## src/rtl/hazard_unit.sv

```systemverilog
// -----------------------------------------------------------------------------
// hazard_unit
//
// Purpose: pipeline hazard controller for a five-stage in-order core.
//   - Operand forwarding select for the execute stage (M over W priority).
//   - Load-use stall (one bubble), branch/jump redirect flush, and a full
//     pipeline freeze while the data memory reports busy.
//   - Two-state RUN/FREEZE tracker with a 16-bit consecutive-busy counter
//     that raises a sticky Mem_Timeout after TIMEOUT_CYCLES busy cycles.
//   - Optional 32-bit stall/flush performance counters, compiled in only when
//     the macro HAZARD_PERF_CNT_EN is defined (tied to zero otherwise).
//
// Parameters:
//   TIMEOUT_CYCLES   consecutive MEM_Busy cycles before Mem_Timeout (1..65535)
//
// Ports:
//   CLK, RST                 clock, synchronous active-high reset
//   RS1_D, RS2_D             decode-stage source register indices
//   RS1_E, RS2_E, RD_E       execute-stage source / destination indices
//   REG_W_En_E               execute-stage register write enable
//   Result_Src_Sel_E         execute-stage result select (2'b01 = load)
//   RD_M, REG_W_En_M         memory-stage destination / write enable
//   RD_W, REG_W_En_W         writeback-stage destination / write enable
//   PC_Src_Sel_E             taken branch or jump resolved in execute
//   MEM_Busy                 data memory not ready; freeze whole pipeline
//   Stall_F/D/E/M            hold PC, IF/ID, ID/EX, EX/MEM
//   Flush_D, Flush_E         insert NOP into IF/ID, ID/EX
//   Forward_A_E, Forward_B_E 00 regfile, 01 writeback, 10 memory-stage ALU
//   Mem_Timeout              sticky memory timeout flag
//   Stall_Count, Flush_Count performance counters (0 unless enabled)
// -----------------------------------------------------------------------------
module hazard_unit #(
  parameter int unsigned TIMEOUT_CYCLES = 255
) (
  input  logic        CLK,
  input  logic        RST,
  input  logic [4:0]  RS1_D,
  input  logic [4:0]  RS2_D,
  input  logic [4:0]  RS1_E,
  input  logic [4:0]  RS2_E,
  input  logic [4:0]  RD_E,
  input  logic        REG_W_En_E,
  input  logic [1:0]  Result_Src_Sel_E,
  input  logic [4:0]  RD_M,
  input  logic        REG_W_En_M,
  input  logic [4:0]  RD_W,
  input  logic        REG_W_En_W,
  input  logic        PC_Src_Sel_E,
  input  logic        MEM_Busy,
  output logic        Stall_F,
  output logic        Stall_D,
  output logic        Stall_E,
  output logic        Stall_M,
  output logic        Flush_D,
  output logic        Flush_E,
  output logic [1:0]  Forward_A_E,
  output logic [1:0]  Forward_B_E,
  output logic        Mem_Timeout,
  output logic [31:0] Stall_Count,
  output logic [31:0] Flush_Count
);

  typedef enum logic {
    ST_RUN    = 1'b0,
    ST_FREEZE = 1'b1
  } state_t;

  localparam logic [15:0] LP_TIMEOUT = TIMEOUT_CYCLES[15:0];
  localparam logic [1:0]  LP_SRC_LOAD = 2'b01;
  localparam logic [1:0]  LP_FWD_NONE = 2'b00;
  localparam logic [1:0]  LP_FWD_WB   = 2'b01;
  localparam logic [1:0]  LP_FWD_MEM  = 2'b10;

  state_t      r_state;
  state_t      w_next_state;
  logic [15:0] r_busy_cnt;
  logic [15:0] w_busy_next;
  logic        r_mem_timeout;
  logic        w_load_use;

  // ---------------------------------------------------------------------------
  // Forwarding: the memory-stage result is younger than writeback, so it wins.
  // ---------------------------------------------------------------------------
  // NOTE: every signal written in an always_comb gets a default first, so no
  // path can leave it unassigned and infer a latch.
  always_comb begin
    Forward_A_E = LP_FWD_NONE;
    Forward_B_E = LP_FWD_NONE;
    if (REG_W_En_M && (RD_M != 5'd0) && (RD_M == RS1_E))
      Forward_A_E = LP_FWD_MEM;
    else if (REG_W_En_W && (RD_W != 5'd0) && (RD_W == RS1_E))
      Forward_A_E = LP_FWD_WB;
    if (REG_W_En_M && (RD_M != 5'd0) && (RD_M == RS2_E))
      Forward_B_E = LP_FWD_MEM;
    else if (REG_W_En_W && (RD_W != 5'd0) && (RD_W == RS2_E))
      Forward_B_E = LP_FWD_WB;
  end

  // A load in execute whose destination is read by the instruction in decode.
  assign w_load_use = REG_W_En_E && (Result_Src_Sel_E == LP_SRC_LOAD) &&
                      (RD_E != 5'd0) && ((RD_E == RS1_D) || (RD_E == RS2_D));

  // ---------------------------------------------------------------------------
  // Stall / flush priority: freeze > redirect > load-use. Driven straight from
  // MEM_Busy (not the FSM state) so the freeze takes effect in the same cycle.
  // A redirect held in ID/EX during a freeze flushes on the first free cycle.
  // ---------------------------------------------------------------------------
  always_comb begin
    Stall_F = 1'b0;
    Stall_D = 1'b0;
    Stall_E = 1'b0;
    Stall_M = 1'b0;
    Flush_D = 1'b0;
    Flush_E = 1'b0;
    if (MEM_Busy) begin
      Stall_F = 1'b1;
      Stall_D = 1'b1;
      Stall_E = 1'b1;
      Stall_M = 1'b1;
    end else if (PC_Src_Sel_E) begin
      Flush_D = 1'b1;
      Flush_E = 1'b1;
    end else if (w_load_use) begin
      // Hold fetch/decode and bubble execute: exactly one lost cycle.
      Stall_F = 1'b1;
      Stall_D = 1'b1;
      Flush_E = 1'b1;
    end
  end

  // ---------------------------------------------------------------------------
  // RUN/FREEZE tracker and consecutive-busy counter
  // ---------------------------------------------------------------------------
  always_comb begin
    w_next_state = r_state;
    case (r_state)
      ST_RUN:    if (MEM_Busy)  w_next_state = ST_FREEZE;
      ST_FREEZE: if (!MEM_Busy) w_next_state = ST_RUN;
      default:   w_next_state = ST_RUN;
    endcase
  end

  always_comb begin
    w_busy_next = r_busy_cnt;
    if (!MEM_Busy)
      w_busy_next = 16'd0;
    else if (r_state == ST_RUN)
      w_busy_next = 16'd1;
    else if (r_busy_cnt != 16'hFFFF)
      w_busy_next = r_busy_cnt + 16'd1;
  end

  // NOTE: sequential state uses non-blocking assignments so every flop samples
  // the pre-edge values, independent of statement order.
  always_ff @(posedge CLK) begin
    if (RST) begin
      r_state       <= ST_RUN;
      r_busy_cnt    <= 16'd0;
      r_mem_timeout <= 1'b0;
    end else begin
      r_state    <= w_next_state;
      r_busy_cnt <= w_busy_next;
      // w_busy_next is the count including this cycle, so the flag rises on
      // the edge that closes the TIMEOUT_CYCLES-th busy cycle.
      if (MEM_Busy && (w_busy_next >= LP_TIMEOUT))
        r_mem_timeout <= 1'b1;
    end
  end

  assign Mem_Timeout = r_mem_timeout;

  // ---------------------------------------------------------------------------
  // Performance counters (free-running, wrap at 2^32)
  // ---------------------------------------------------------------------------
`ifdef HAZARD_PERF_CNT_EN
  logic [31:0] r_stall_count;
  logic [31:0] r_flush_count;

  always_ff @(posedge CLK) begin
    if (RST) begin
      r_stall_count <= 32'd0;
      r_flush_count <= 32'd0;
    end else begin
      if (Stall_D) r_stall_count <= r_stall_count + 32'd1;
      if (Flush_E) r_flush_count <= r_flush_count + 32'd1;
    end
  end

  assign Stall_Count = r_stall_count;
  assign Flush_Count = r_flush_count;
`else
  assign Stall_Count = 32'd0;
  assign Flush_Count = 32'd0;
`endif

endmodule

```

## config.mk

```make
export PLATFORM = sky130hd
export DESIGN_NAME = hazard_unit
export DESIGN_NICKNAME = d
export VERILOG_FILES = /design/src/rtl/hazard_unit.sv
export SDC_FILE = /design/constraint.sdc
export NUM_CORES = 1
export LEC_CHECK = 0
export ABC_CLOCK_PERIOD_IN_PS = 1900
export CORE_UTILIZATION = 58
export DETAILED_ROUTE_END_ITERATION = 10
export DONT_BUFFER_PORTS = 1
export GPL_ROUTABILITY_DRIVEN = 0
export HOLD_SLACK_MARGIN = 0.05
export PLACE_DENSITY = 0.82
export SLEW_MARGIN = 20
export SYNTH_ARGS = -nofsm -noshare
export SYNTH_HDL_FRONTEND = slang
export SYNTH_SLANG_ARGS = --single-unit
```

## constraint.sdc

```tcl
create_clock -name CLK -period 1.9 [get_ports CLK]
set_input_delay 0.38 -clock CLK [delete_from_list [all_inputs] [get_ports CLK]]
set_output_delay 0.38 -clock CLK [all_outputs]
set_load 0.05 [all_outputs]
```

* Word-level counts from Yosys, hierarchy flattened *
Cells that the tools add are included.

storage, ports and cells
  bits in registers = 18
  output and inout port bits = 75
  logic and storage cells = 42

cells by class
  $add $sub $neg = 1
  order comparisons = 1
  equal/unequal tests = 8
  muxes and demuxes = 15
  reduce and logical (&&, ||, !) cells = 14

operators with widths
  cell                     number
  $mux W16                 3
  $eq A5 B5 Y1             6
  $add A16 B1 Y16 const B  1
  $ge A16 B8 Y1 const B    1
  $ne A16 B16 Y1 const B   1
  $reduce_bool A5 Y1       3
  $logic_and A1 B1 Y1      10
  $mux W1                  10
  $mux W2                  2
  $eq A2 B1 Y1 const B     1
  $logic_or A1 B1 Y1       1

* Logic depth before layout (Yosys ltp) *
  depth after elaboration = 7
  mapped depth = 7
  mapped depth without buffers = 7

* Worst setup path before layout *
OpenSTA, ideal clock, no wires.

  kind = input-to-output
  from = input RD_M[1]
  to = output Forward_A_E[0]
  arrival time = 2.957 ns
  setup slack = -1.437 ns
  stages on the path = 4
  buffers on the path = 0
  cell sequence = or4_1 o21ai_0 nor4_1 nor4_1

on the way
  cells in the longest elaborated chain, start to end = 4

ends and longest elaborated chain
  what                   line  source
  start, declared        44    input logic [4:0] RD_M,
  $reduce_bool A5 Y1     89    if (REG_W_En_M && (RD_M != 5'd0) && (RD_M == RS1_E))
  $logic_and A1 B1 Y1    89
  $logic_and A1 B1 Y1 *  89
  $mux W2 *              89
  end, declared          56    output logic [1:0] Forward_A_E,

Every way passes the cells marked *; elsewhere a longest branch is shown, timed or not.

* Final worst setup path *
  from = input RS2_D[4]
  to = output Stall_F

on the way
  cells in the longest elaborated chain, start to end = 6

ends and longest elaborated chain
  what                 line  source
  start, declared      38    input logic [4:0] RS2_D,
  $eq A5 B5 Y1         101   (RD_E != 5'd0) && ((RD_E == RS1_D) || (RD_E == RS2_D));
  $logic_or A1 B1 Y1   101
  $logic_and A1 B1 Y1  101
  $mux W1              123   end else if (w_load_use) begin
  $mux W1              120   end else if (PC_Src_Sel_E) begin
  $mux W1              115   if (MEM_Busy) begin
  end, declared        50    output logic Stall_F,

Every way passes these cells.

==> flow_summary.ini <==
[outcome]
outcome = complete, but fails checks
failed_checks = setup timing

[sta]
fmax_ghz = 0.4748
final-max-slew-violation-count = 0
totalNegativeSetupSlack_ps = -833.6
period_minus_slack_ps = 2106
final.period_utilization = 1.108
report.final.setup_viol = 6
worst_hold_slack_ps = 135.4
skew_final_ps = 5.109
finalHoldViolCount = 0
fin_ws_ps = -206.1
grt_setup_unrepaired = yes

[floorplanning]
initial_core_util = 0.6248
fp.dieArea_sq_um = 3606
fp.coreArea_sq_um = 3128
std_cell_rows = 20
die_height_um = 60.05
io_pins = 119
die_width_um = 60.05

[clock_tree]
cts_buffer_depth = 2
cts_inserted_buffers = 3
master_cell_of_the_clock_root_buffer = sky130_fd_sc_hd__clkbuf_4
clkSinkCount = 18
cts.htree.levels = 1
worstSkewPairLatency_ps = 310
clk_transition_reported_paths_ps = 110
hold_buffers = 0
tritoncts = done

[setup_path]
cp_required_ps = 1520
cp_slowest_cell = sky130_fd_sc_hd__or4_4
cp_bufs_invs = 1
max_stage_delay_ps = 550
critPathMaxFanout = 2
endpoint_type_of_the_worst_setup_path = primary output
crit_chain = xor2_4 > nor3_2 > a31oi_1 > or4_4 > o21bai_4 > buf_12
cp_top_family = simple AND/OR/NAND/NOR gates
setup.worst_path.start_class = input pin
arrival_ps = 1730
critical_path_class = in2out

[synthesis]
seq_area_frac_synth = 0.1844
syn-instance-count = 240
synth_compound_gate_area_share = 0.1351
synth-xor-area-share = 0.1569
synth-warning-count = 0
synth-simple-area-share = 0.2247
synthesis.area_per_instance_sq_um = 8.143
synth.mux.area_fraction = 0.01536
count_of_flip_flops_with_a_built_in_enable_after_synthesis = 0
synth-seq-cells = 18
synth_top_family_by_area = buffers and inverters
ys.flop_type = sky130_fd_sc_hd__dfxtp_1
netlist-cell-type-count = 45
post_synth_fa_ha_maj_area_fraction = 0.006402
post_synth_instance_area_sq_um = 1954
synth-async-reset-ratio = 0

[global_route]
grt_max_degree = 11
globalRoute.totalOverflow = 0
gr-usage-all-layers = 0.2262
grt_first_pass_wirelength_um = 6058
number_of_antenna_violations_at_the_first_check_in_global_routing = 0
first_global_vias = 1477

[power]
report.power.total_uw = 1078
pwr_density_cell_nw_per_um2 = 475.4
power_leakage_uw = 0.0009547
ir_drop_uv = 492.0

[finish]
final_nets = 314
num_antenna_cells = 0
drive_above_1_share = 0.2873
final-instance-count-excl-fill = 312
areaGrowthSynthToFinish_pct = 16.00

[worst_hold_path]
holdCritPathClass = in2reg

[route]
avgRoutedWirePerCell_um = 14.22
detail_route.wirelength_um = 4438
drt_drc_violations_left = 0
post_drt_via_cell_ratio = 5.263
first_iter_violations = 90
routed-via-count = 1642
final_ant_viol_nets = 0
firstDrtPassIters = 4

[placed_design]
dpl.hpwl_um = 3311
port_buffers = 0
place_ws_ps = -287.0
placed_cells_incl_taps = 305

[run]
drv.max_cap_violation_count = 0
-- path summary, 6_finish.rpt --
check,startpoint,end,slack [ps],depth (start not counted)
hold reg to reg,r_state,r_busy_cnt[0],470,1
hold / removal,RST,r_state,140,1
setup / recovery,RS2_D[4],Stall_F,-210,6
setup reg to reg,r_busy_cnt[8],Mem_Timeout,70,7
-- cell usage after synthesis, types with 2 or more instances --
| cell type | instances | area, sq um |
|---|---|---|
| sky130_fd_sc_hd__nand3_4 | 2 | 35.03 |
| sky130_fd_sc_hd__nor3_1 | 6 | 30.03 |
| sky130_fd_sc_hd__a31oi_1 | 5 | 31.28 |
| sky130_fd_sc_hd__buf_4 | 67 | 503.0 |
| sky130_fd_sc_hd__or4_1 | 6 | 45.04 |
| sky130_fd_sc_hd__mux2i_1 | 3 | 30.03 |
| sky130_fd_sc_hd__and3_1 | 2 | 12.51 |
| sky130_fd_sc_hd__or2_2 | 2 | 12.51 |
| sky130_fd_sc_hd__xnor2_1 | 16 | 140.1 |
| sky130_fd_sc_hd__nand4_1 | 2 | 12.51 |
| sky130_fd_sc_hd__dfxtp_1 | 18 | 360.4 |
| sky130_fd_sc_hd__o211ai_1 | 2 | 15.01 |
| sky130_fd_sc_hd__nor2_1 | 17 | 63.81 |
| sky130_fd_sc_hd__o21bai_1 | 2 | 15.01 |
| sky130_fd_sc_hd__inv_1 | 4 | 15.01 |
| sky130_fd_sc_hd__a311o_1 | 2 | 20.02 |
| sky130_fd_sc_hd__a311oi_1 | 2 | 17.52 |
| sky130_fd_sc_hd__o21ai_0 | 6 | 30.03 |
| sky130_fd_sc_hd__xor2_1 | 19 | 166.4 |
| sky130_fd_sc_hd__a21oi_1 | 7 | 35.03 |
| sky130_fd_sc_hd__o211a_1 | 2 | 20.02 |
| sky130_fd_sc_hd__nand2_1 | 10 | 37.54 |
| sky130_fd_sc_hd__nor4_4 | 2 | 42.54 |
| sky130_fd_sc_hd__o31ai_1 | 2 | 15.01 |
| sky130_fd_sc_hd__nor4_1 | 6 | 37.54 |
| sky130_fd_sc_hd__nand3_1 | 9 | 45.04 |
-- cells by family (layout without fill, tap and decap cells) --
kind of cell	Yosys count	after routing
xor+xnor	35	35
simple gates	71	71
fa+ha+maj	1	1
mux	3	3
flops	18	18
buf+inv	74	39
compound gates	37	37
other cells	1	64
-- layout make-up --
cell class | count | area [sq um]
Clock buffer | 4 | 36.28
Fill cell | 219 | 860.8
Inverter | 4 | 15.01
Multi-Input combinational cell | 211 | 1488
Sequential cell | 18 | 370.4
Tap cell | 44 | 55.05
Timing Repair Buffer | 31 | 302.8
-- worst register-to-register path: stages, from the launching register on --
cell and delay, ps:
sky130_fd_sc_hd__dfxtp_1 390, sky130_fd_sc_hd__nand3_4 150, sky130_fd_sc_hd__nor4_4 330, sky130_fd_sc_hd__buf_4 200, sky130_fd_sc_hd__a311oi_1 120, sky130_fd_sc_hd__a211oi_2 240
sky130_fd_sc_hd__o2111ai_1 180, sky130_fd_sc_hd__o211ai_2 160
-- routing by layer --
metal | GRT usage | up-vias | part of all wire
li1 | - | 763 | -
met3 | 0.03680 | 13 | 0.081
met2 | 0.4000 | 98 | 0.55
met4 | 0.1395 | 0 | 0.027
met5 | 0 | - | 0
met1 | 0.2503 | 768 | 0.35
-- power by group --
part / switching, uW / leakage (uW) / internal, uW / total, uW
sequential: 1.61 / 0.000149 / 380 / 381
clock: 135 / 0.0000210 / 117 / 252
combinational: 360 / 0.000784 / 84.8 / 445
-- timing repair --
item,in CTS,in global routing
hold endpoints to repair,0,0
endpoints found under the setup margin,6,7
resized for setup,3,21
pin swaps,8,4
setup buffers,1,2
-- metrics by stage --
| stage | utilization | area [sq um] |
|---|---|---|
| CTS | 0.6904 | 2160 |
| floorplan | - | 2303 |
| global placement | 0.6728 | 2105 |
| finish | 0.7248 | 2267 |
| detailed placement | 0.6728 | 2105 |
| global route | 0.7248 | 2267 |
-- flip-flops by register name, summed over array words and instances, names as in the netlist --
name and cells:
r_state 1, Mem_Timeout 1, r_busy_cnt 16
-- cells in the final DEF, fill, tap and decap left out, types with 3 or more instances in the layout --
cell type | netlist | final
sky130_fd_sc_hd__a21oi_1 | 7 | 6
sky130_fd_sc_hd__a31oi_1 | 5 | 5
sky130_fd_sc_hd__buf_12 | 0 | 5
sky130_fd_sc_hd__buf_4 | 67 | 24
sky130_fd_sc_hd__clkbuf_4 | 0 | 3
sky130_fd_sc_hd__conb_1 | 1 | 64
sky130_fd_sc_hd__dfxtp_1 | 18 | 10
sky130_fd_sc_hd__dfxtp_2 | 0 | 8
sky130_fd_sc_hd__inv_1 | 4 | 4
sky130_fd_sc_hd__mux2i_1 | 3 | 3
sky130_fd_sc_hd__nand2_1 | 10 | 10
sky130_fd_sc_hd__nand3_1 | 9 | 8
sky130_fd_sc_hd__nor2_1 | 17 | 16
sky130_fd_sc_hd__nor3_1 | 6 | 5
sky130_fd_sc_hd__nor4_4 | 2 | 8
sky130_fd_sc_hd__o21ai_0 | 6 | 4
sky130_fd_sc_hd__or4_4 | 0 | 4
sky130_fd_sc_hd__xnor2_1 | 16 | 13
sky130_fd_sc_hd__xnor2_2 | 0 | 3
sky130_fd_sc_hd__xor2_1 | 19 | 17
Note: power is estimated with default switching activity, not from simulation.
